--- config.mk ---
export PLATFORM = sky130hd
export DESIGN_NAME = shift_register_param
export DESIGN_NICKNAME = d
export VERILOG_FILES = /design/src/rtl/shreg_pkg.sv /design/src/rtl/shreg_stage.sv /design/src/rtl/shift_register_param.sv
export SDC_FILE = /design/constraint.sdc
export NUM_CORES = 1
export LEC_CHECK = 0
export ABC_AREA = 1
export BUFFER_PORTS_ARGS = -buffer_cell sky130_fd_sc_hd__buf_2
export CAP_MARGIN = 30
export CORE_MARGIN = 2
export CORE_UTILIZATION = 51
export DETAILED_ROUTE_END_ITERATION = 12
export PLACE_DENSITY = 0.82
export SETUP_SLACK_MARGIN = 0.2
export SYNTH_ARGS = -nofsm -noshare
export SYNTH_HDL_FRONTEND = slang
export SYNTH_SLANG_ARGS = --single-unit
--- constraint.sdc ---
create_clock -name clk -period 2.1 [get_ports clk]
set_input_delay 0.21 -clock clk [delete_from_list [all_inputs] [get_ports clk]]
set_output_delay 0.21 -clock clk [all_outputs]
set_load 0.01 [all_outputs]
--- src/rtl/shreg_pkg.sv ---
// Shared mode encodings and count-width helper for the parametrised shift register.
package shreg_pkg;

   localparam logic [1:0] MODE_HOLD = 2'b00;
   localparam logic [1:0] MODE_SHL  = 2'b01;
   localparam logic [1:0] MODE_SHR  = 2'b10;
   localparam logic [1:0] MODE_LOAD = 2'b11;

   // Bits needed to hold 0..depth inclusive.
   function automatic int calc_cw(input int depth);
      return $clog2(depth + 1);
   endfunction

endpackage

--- src/rtl/shreg_stage.sv ---
// One WIDTH-bit shift-register stage with a hold/left/right/load next-value mux.
module shreg_stage
   import shreg_pkg::*;
#(
   parameter int WIDTH = 1
) (
   input  logic             clk,
   input  logic             reset,
   input  logic             en,
   input  logic [1:0]       mode,
   input  logic [WIDTH-1:0] lower,
   input  logic [WIDTH-1:0] upper,
   input  logic [WIDTH-1:0] load,
   output logic [WIDTH-1:0] q
);

   logic [WIDTH-1:0] q_reg;
   logic [WIDTH-1:0] q_next;

   // Only the selected source reaches the register, so X on unused inputs stays out.
   always_comb begin
      q_next = q_reg;
      if (en) begin
         case (mode)
            MODE_SHL:  q_next = lower;
            MODE_SHR:  q_next = upper;
            MODE_LOAD: q_next = load;
            default:   q_next = q_reg;
         endcase
      end
   end

   always_ff @(posedge clk) begin
      if (!reset) q_reg <= '0;
      else        q_reg <= q_next;
   end

   assign q = q_reg;

endmodule

--- src/rtl/shift_register_param.sv ---
// DEPTH x WIDTH shift register with shift-left/right, parallel load and fill count.
// Defining SHREG_ROTATE_EN adds a rotate input that wraps the end stages instead of inserting in.
module shift_register_param
   import shreg_pkg::*;
#(
   parameter  int WIDTH = 1,
   parameter  int DEPTH = 8,
   localparam int CW    = calc_cw(DEPTH)
) (
   input  logic                   clk,
   input  logic                   reset,
   input  logic                   en,
   input  logic [1:0]             mode,
   input  logic [WIDTH-1:0]       in,
   input  logic [DEPTH*WIDTH-1:0] pload,
`ifdef SHREG_ROTATE_EN
   input  logic                   rotate,
`endif
   output logic [DEPTH*WIDTH-1:0] q,
   output logic [WIDTH-1:0]       out_l,
   output logic [WIDTH-1:0]       out_r,
   output logic [CW-1:0]          count,
   output logic                   full
);

   localparam logic [CW-1:0] DEPTH_CNT = CW'(DEPTH);

   logic [WIDTH-1:0] stage [DEPTH];
   logic [WIDTH-1:0] shl_entry;
   logic [WIDTH-1:0] shr_entry;
   logic             rot;
   logic [CW-1:0]    count_reg;
   logic [CW-1:0]    count_next;

`ifdef SHREG_ROTATE_EN
   assign rot = rotate;
`else
   assign rot = 1'b0;
`endif

   // Words entering at each end: fresh serial input, or the word falling off the other end.
   assign shl_entry = rot ? stage[DEPTH-1] : in;
   assign shr_entry = rot ? stage[0]       : in;

   for (genvar gi = 0; gi < DEPTH; gi++) begin : g_stage
      logic [WIDTH-1:0] lower;
      logic [WIDTH-1:0] upper;

      if (gi == 0) begin : g_lo_end
         assign lower = shl_entry;
      end else begin : g_lo_mid
         assign lower = stage[gi-1];
      end

      if (gi == DEPTH - 1) begin : g_hi_end
         assign upper = shr_entry;
      end else begin : g_hi_mid
         assign upper = stage[gi+1];
      end

      shreg_stage #(.WIDTH(WIDTH)) u_stage (
         .clk   (clk),
         .reset (reset),
         .en    (en),
         .mode  (mode),
         .lower (lower),
         .upper (upper),
         .load  (pload[gi*WIDTH +: WIDTH]),
         .q     (stage[gi])
      );

      assign q[gi*WIDTH +: WIDTH] = stage[gi];
   end

   assign out_l = stage[DEPTH-1];
   assign out_r = stage[0];

   // Count saturates at DEPTH; a rotate moves no new word in, so it leaves the count alone.
   always_comb begin
      count_next = count_reg;
      if (en) begin
         case (mode)
            MODE_LOAD: count_next = DEPTH_CNT;
            MODE_SHL,
            MODE_SHR: begin
               if (!rot && count_reg != DEPTH_CNT) count_next = count_reg + 1'b1;
            end
            default:   count_next = count_reg;
         endcase
      end
   end

   always_ff @(posedge clk) begin
      if (!reset) count_reg <= '0;
      else        count_reg <= count_next;
   end

   assign count = count_reg;
   assign full  = (count_reg == DEPTH_CNT);

endmodule

; ---- After elaboration in Yosys (flattened, before gate mapping)
; Index checks and enable logic that the tools add are counted.
[word_totals]
reg_bits = 12
ram_bits = 0
out_inout_bits = 15
in_bits = 14
mem_count = 0
romBits = 0
latchBits = 0
[classes]
n_shift = 0
add_sub_neg = 1
n_lt_le_gt_ge = 0
bitwise = 0
eq_ne = 6
n_mux = 10
n_reduce_logical = 5
mul = 0
div_mod_pow = 0
[ops]
columns = operator, count
row1 = one-hot mux 1 bit (3 select lines), 8
row2 = one-hot mux 4 bit (2 select lines), 1
row3 = "adder 4 x 1 -> 4 bit, second input constant", 1
row4 = "equality test 2 bit, second input constant", 2
row5 = "equality test 4 bit, second input constant", 1
row6 = two-way mux 4 bit, 1
row7 = "inequality test 4 bit, second input constant", 1
row8 = AND reduction 3 bit, 1
row9 = nonzero test 3 bit, 1
row10 = "equality test 2 x 1 -> 1 bit, second input constant", 1
row11 = "inequality test 2 bit, second input constant", 1
row12 = AND reduction 2 bit, 1
row13 = nonzero test 2 bit, 1
row14 = OR reduction 2 bit, 1

; ---- Logic depth before layout (Yosys ltp)
[depth]
word_depth = 4
ltp_mapped = 8

; ---- Hierarchy
; Synthesis repeated with hierarchy kept, for this count alone.
[unflattened]
cells_unflattened = 167
area_unflattened_um2 = 952.2
[modules_own_cells]
columns = module, seq_area_each_um2, cells_each, n_inst, area_per_inst_um2
row1 = shreg_stage, 20.0, 15, 8, 77.6
row2 = shift_register_param, 80.1, 47, 1, 331.6

; ---- Worst setup path after synthesis
; OpenSTA, ideal clock, no wires.
[synth_timing]
kind = flip-flop to flip-flop
start = reg count_reg[0], in the netlist count[0]
end = reg count_reg[3], in the netlist count[3]
stages_incl_launch_ff = 9
required_ns = 1.990
path_slack_ns = 0.938
arrival_time_ns = 1.052
setup_ns = 0.110
period_less_slack_ns = 1.162
cell_sequence = dfxtp_1 inv_1 ha_1 nand3_1 nand3_1 inv_1 nand2_1 nand2_1 nor2_1
[synth_between]
elab_chain_len = 3
elab_cells_between_ends = 6
[synth_lines]
columns = element, line
row1 = from (decl), shift_register_param.sv:32  ; logic [CW-1:0] count_reg;
row2 = from (signal assigned), shift_register_param.sv:95  ; else count_reg <= count_next;
row3 = adder 4 x 1 -> 4 bit / inequality test 4 bit (equally long branches), shift_register_param.sv:86  ; if (!rot && count_reg != DEPTH_CNT) count_next = count_reg + 1'b1;
row4 = two-way mux 4 bit / inequality test 2 bit (equally long branches), n/a
row5 = one-hot mux 4 bit (2 select lines) / AND reduction 3 bit (equally long branches), n/a
; Parallel ways exist; a longest one is shown, timed or not. The select of a mux whose other input is x is not followed.
; A chain may end at the register's enable or synchronous reset.

; ---- Final worst setup path
[layout_timing]
start = reg count_reg[0], in the netlist count[0]
end = out full
[layout_between]
elab_chain_len = 1
[layout_lines]
columns = element, line
row1 = equality test 4 bit, shift_register_param.sv:99  ; assign full = (count_reg == DEPTH_CNT);
row2 = to (decl), shift_register_param.sv:23  ; output logic full
; Every way passes these cells.

==> impl_metrics.py <==
metrics = {
    "drt": {
        "vias": 780,
        "routed_via_density": 5.417,
        "routed_wl_um": 1679,
        "drtIter0Drc": 16,
        "wl_per_cell_um": 11.66,
        "drc": 0,
        "antenna_left": 0,
        "drtPass1Iterations": 4,
    },
    "sta": {
        "skew_ns": 0.007479,
        "setup-violations-final": 0,
        "drv_slew": 0,
        "fin_tns_setup_ns": 0,
        "period_share_pct": 70.75,
        "rsz0062_at_grt": "no",
        "fmax_mhz": 673.1,
        "fin_crit_ns": 1.486,
        "worst_pin_slew_ns": 0.4165,
        "fin_hold_ws_ns": 0.1926,
        "max-slew-margin-rel_pct": 72.23,
        "finalHoldViolations": 0,
    },
    "clock_network": {
        "cts_setup_buffers": 0,
        "cts_resized": 0,
        "clk_pin_slew_worst_paths_ns": 0.08,
        "htreeDepth": 1,
        "numCtsBuffers": 3,
        "clkLatencyLatePin_ns": 0.28,
        "clock-sinks": 12,
        "holdBufCountCts": 0,
        "clock_path_buffers": 2,
        "cts_tree": "done",
        "cts_root_buf": "clkbuf_4",
    },
    "grt": {
        "grt_pass1_vias": 635,
        "grt_max_degree": 12,
        "grt_use_total_pct": 18.79,
        "grt_pass1_wl_um": 2670,
        "overflow": 0,
        "antenna_found_initial": 0,
    },
    "logic_synthesis": {
        "synthCells": 107,
        "syn_avg_cell_area_um2": 7.238,
        "yosys_warnings": 0,
        "synthesis.area_um2": 774.5,
        "synth_nets": 126,
        "yosysTopAreaCell": "dfxtp_1",
        "synth-seq-cells": 12,
        "synth_area_leaders": "dfxtp_1 (31%), nand2_1 (13%), ha_1 (8.1%), buf_4 (7.8%), a21oi_1 (6.5%)",
        "ys_seq_area_share_pct": 31.02,
        "yosysTopAreaCellShare_pct": 31.02,
        "yosysUniqueCellTypes": 19,
    },
    "min_path": {
        "hold_path.class": "primary input to register",
        "hold_depth": 3,
    },
    "setup_path": {
        "path_max_fanout": 5,
        "path_class": "register to output pin",
        "crit_arrival_ns": 1.28,
        "cp.required_ns": 1.89,
        "crit_path_start_kind": "register",
        "cp-end-kind": "output pin",
        "reg2reg_depth": 7,
    },
    "finish": {
        "layout_commonest_cell": "buf_2",
        "largest_register_ffs": 8,
        "final_cell_mix": "buf_2 (28), nand2_1 (26), dfxtp_1 (12)",
        "fin_cells": 144,
        "final_util_pct": 60.63,
        "fillCellCount": 148,
        "layout-drive-gt1-share_pct": 29.69,
        "syn2layout_area_growth_pct": 15.19,
        "antenna_cells": 0,
        "final_area_um2": 892.1,
        "nets": 148,
    },
    "power_and_ir_drop": {
        "peakVddDrop_v": 0.0002856,
        "p_leak_nw": 0.4540,
        "powerDensity_mw_per_mm2": 652.6,
    },
    "die": {
        "row_count": 14,
        "chipHeight_um": 42.97,
        "dieArea_mm2": 0.001846,
        "start_util_pct": 52.64,
        "core_mm2": 0.001471,
        "die_w_um": 42.97,
        "pin_count": 29,
    },
    "status": {
        "status": "finished, final reports clean",
    },
    "place": {
        "detailed_place_hpwl_um": 1287,
        "io_buffers": 28,
        "dp_cells": 140,
        "postPlaceCellArea_um2": 855.8,
        "place.gp.congestion": 0.9058,
    },
    "run": {
        "max_cap_viol_count": 0,
    },
}
-- final cells by class --
class	count	area, um^2	share of cell area [%]
Multi-Input combinational cell	71	406.6	45.58
Sequential cell	12	240.2	26.93
Timing Repair Buffer	28	140.1	15.71
Inverter	13	48.80	5.470
Clock buffer	4	36.28	4.067
Tap cell	16	20.02	2.244
-- worst max-delay path, stage by stage, from the launching register on --
cell     delay [ns]
dfxtp_1        0.41
inv_1          0.08
ha_1           0.21
nand3_1        0.12
inv_1          0.05
buf_2          0.13
-- worst paths after layout --
check                       startpoint                   end  slack, ns
setup / recovery              count[0]                  full       0.61
hold / removal                pload[0]  g_stage[0].u_stage.q       0.19
setup reg to reg              count[0]              count[1]       0.86
hold reg to reg   g_stage[6].u_stage.q  g_stage[7].u_stage.q       0.52
-- Yosys cell counts --
library cell  count
nand2_1          26
dfxtp_1          12
inv_1            11
a21oi_1          10
a31oi_1           8
buf_4             8
o21ai_0           8
ha_1              5
nand4_1           4
nand3_1           3
clkbuf_1          2
inv_2             2
nor2_1            2
buf_6             1
nand3_2           1
nor2_4            1
nor2_8            1
or2_4             1
xor2_1            1
-- metal layers --
| metal | vias to the layer above | global-route usage, % | share of wire, % |
|---|---|---|---|
| li1 | 391 | - | - |
| met1 | 352 | 23.96 | 45 |
| met2 | 32 | 30.91 | 47 |
| met3 | 5 | 2.553 | 6.0 |
| met4 | 0 | 9.091 | 1.6 |
| met5 | - | 0 | 0 |
-- metrics by stage --
step,total power (W),setup WS (ns)
after floorplan,0.0003646,0.9379
after global placement,0.0003942,0.8160
after detailed placement,0.0003993,0.7898
after CTS,0.0005850,0.6118
after global routing,0.0006093,0.5182
final,0.0005822,0.6143
-- kinds of logic (layout without fill, tap and decap cells) --
| logic type | after synthesis | after routing | share of synthesized area [%] |
|---|---|---|---|
| AND/OR/NAND/NOR | 39 | 39 | 25.20 |
| adder cells (fa/ha/maj) | 5 | 5 | 8.078 |
| buffers and inverters | 24 | 45 | 16.48 |
| XOR/XNOR | 1 | 1 | 1.131 |
| flip-flops | 12 | 12 | 31.02 |
| AO/OA/AOI/OAI | 26 | 26 | 18.09 |
-- power by group --
part	internal [W]	switching, W	leakage [nW]
Combinational	0.0000556	0.0000774	0.334
Clock	0.000105	0.0000824	0.0210
Sequential	0.000244	0.0000174	0.0988
Total	0.000405	0.000177	0.454
No activity file was read; power rests on OpenSTA's default activity.
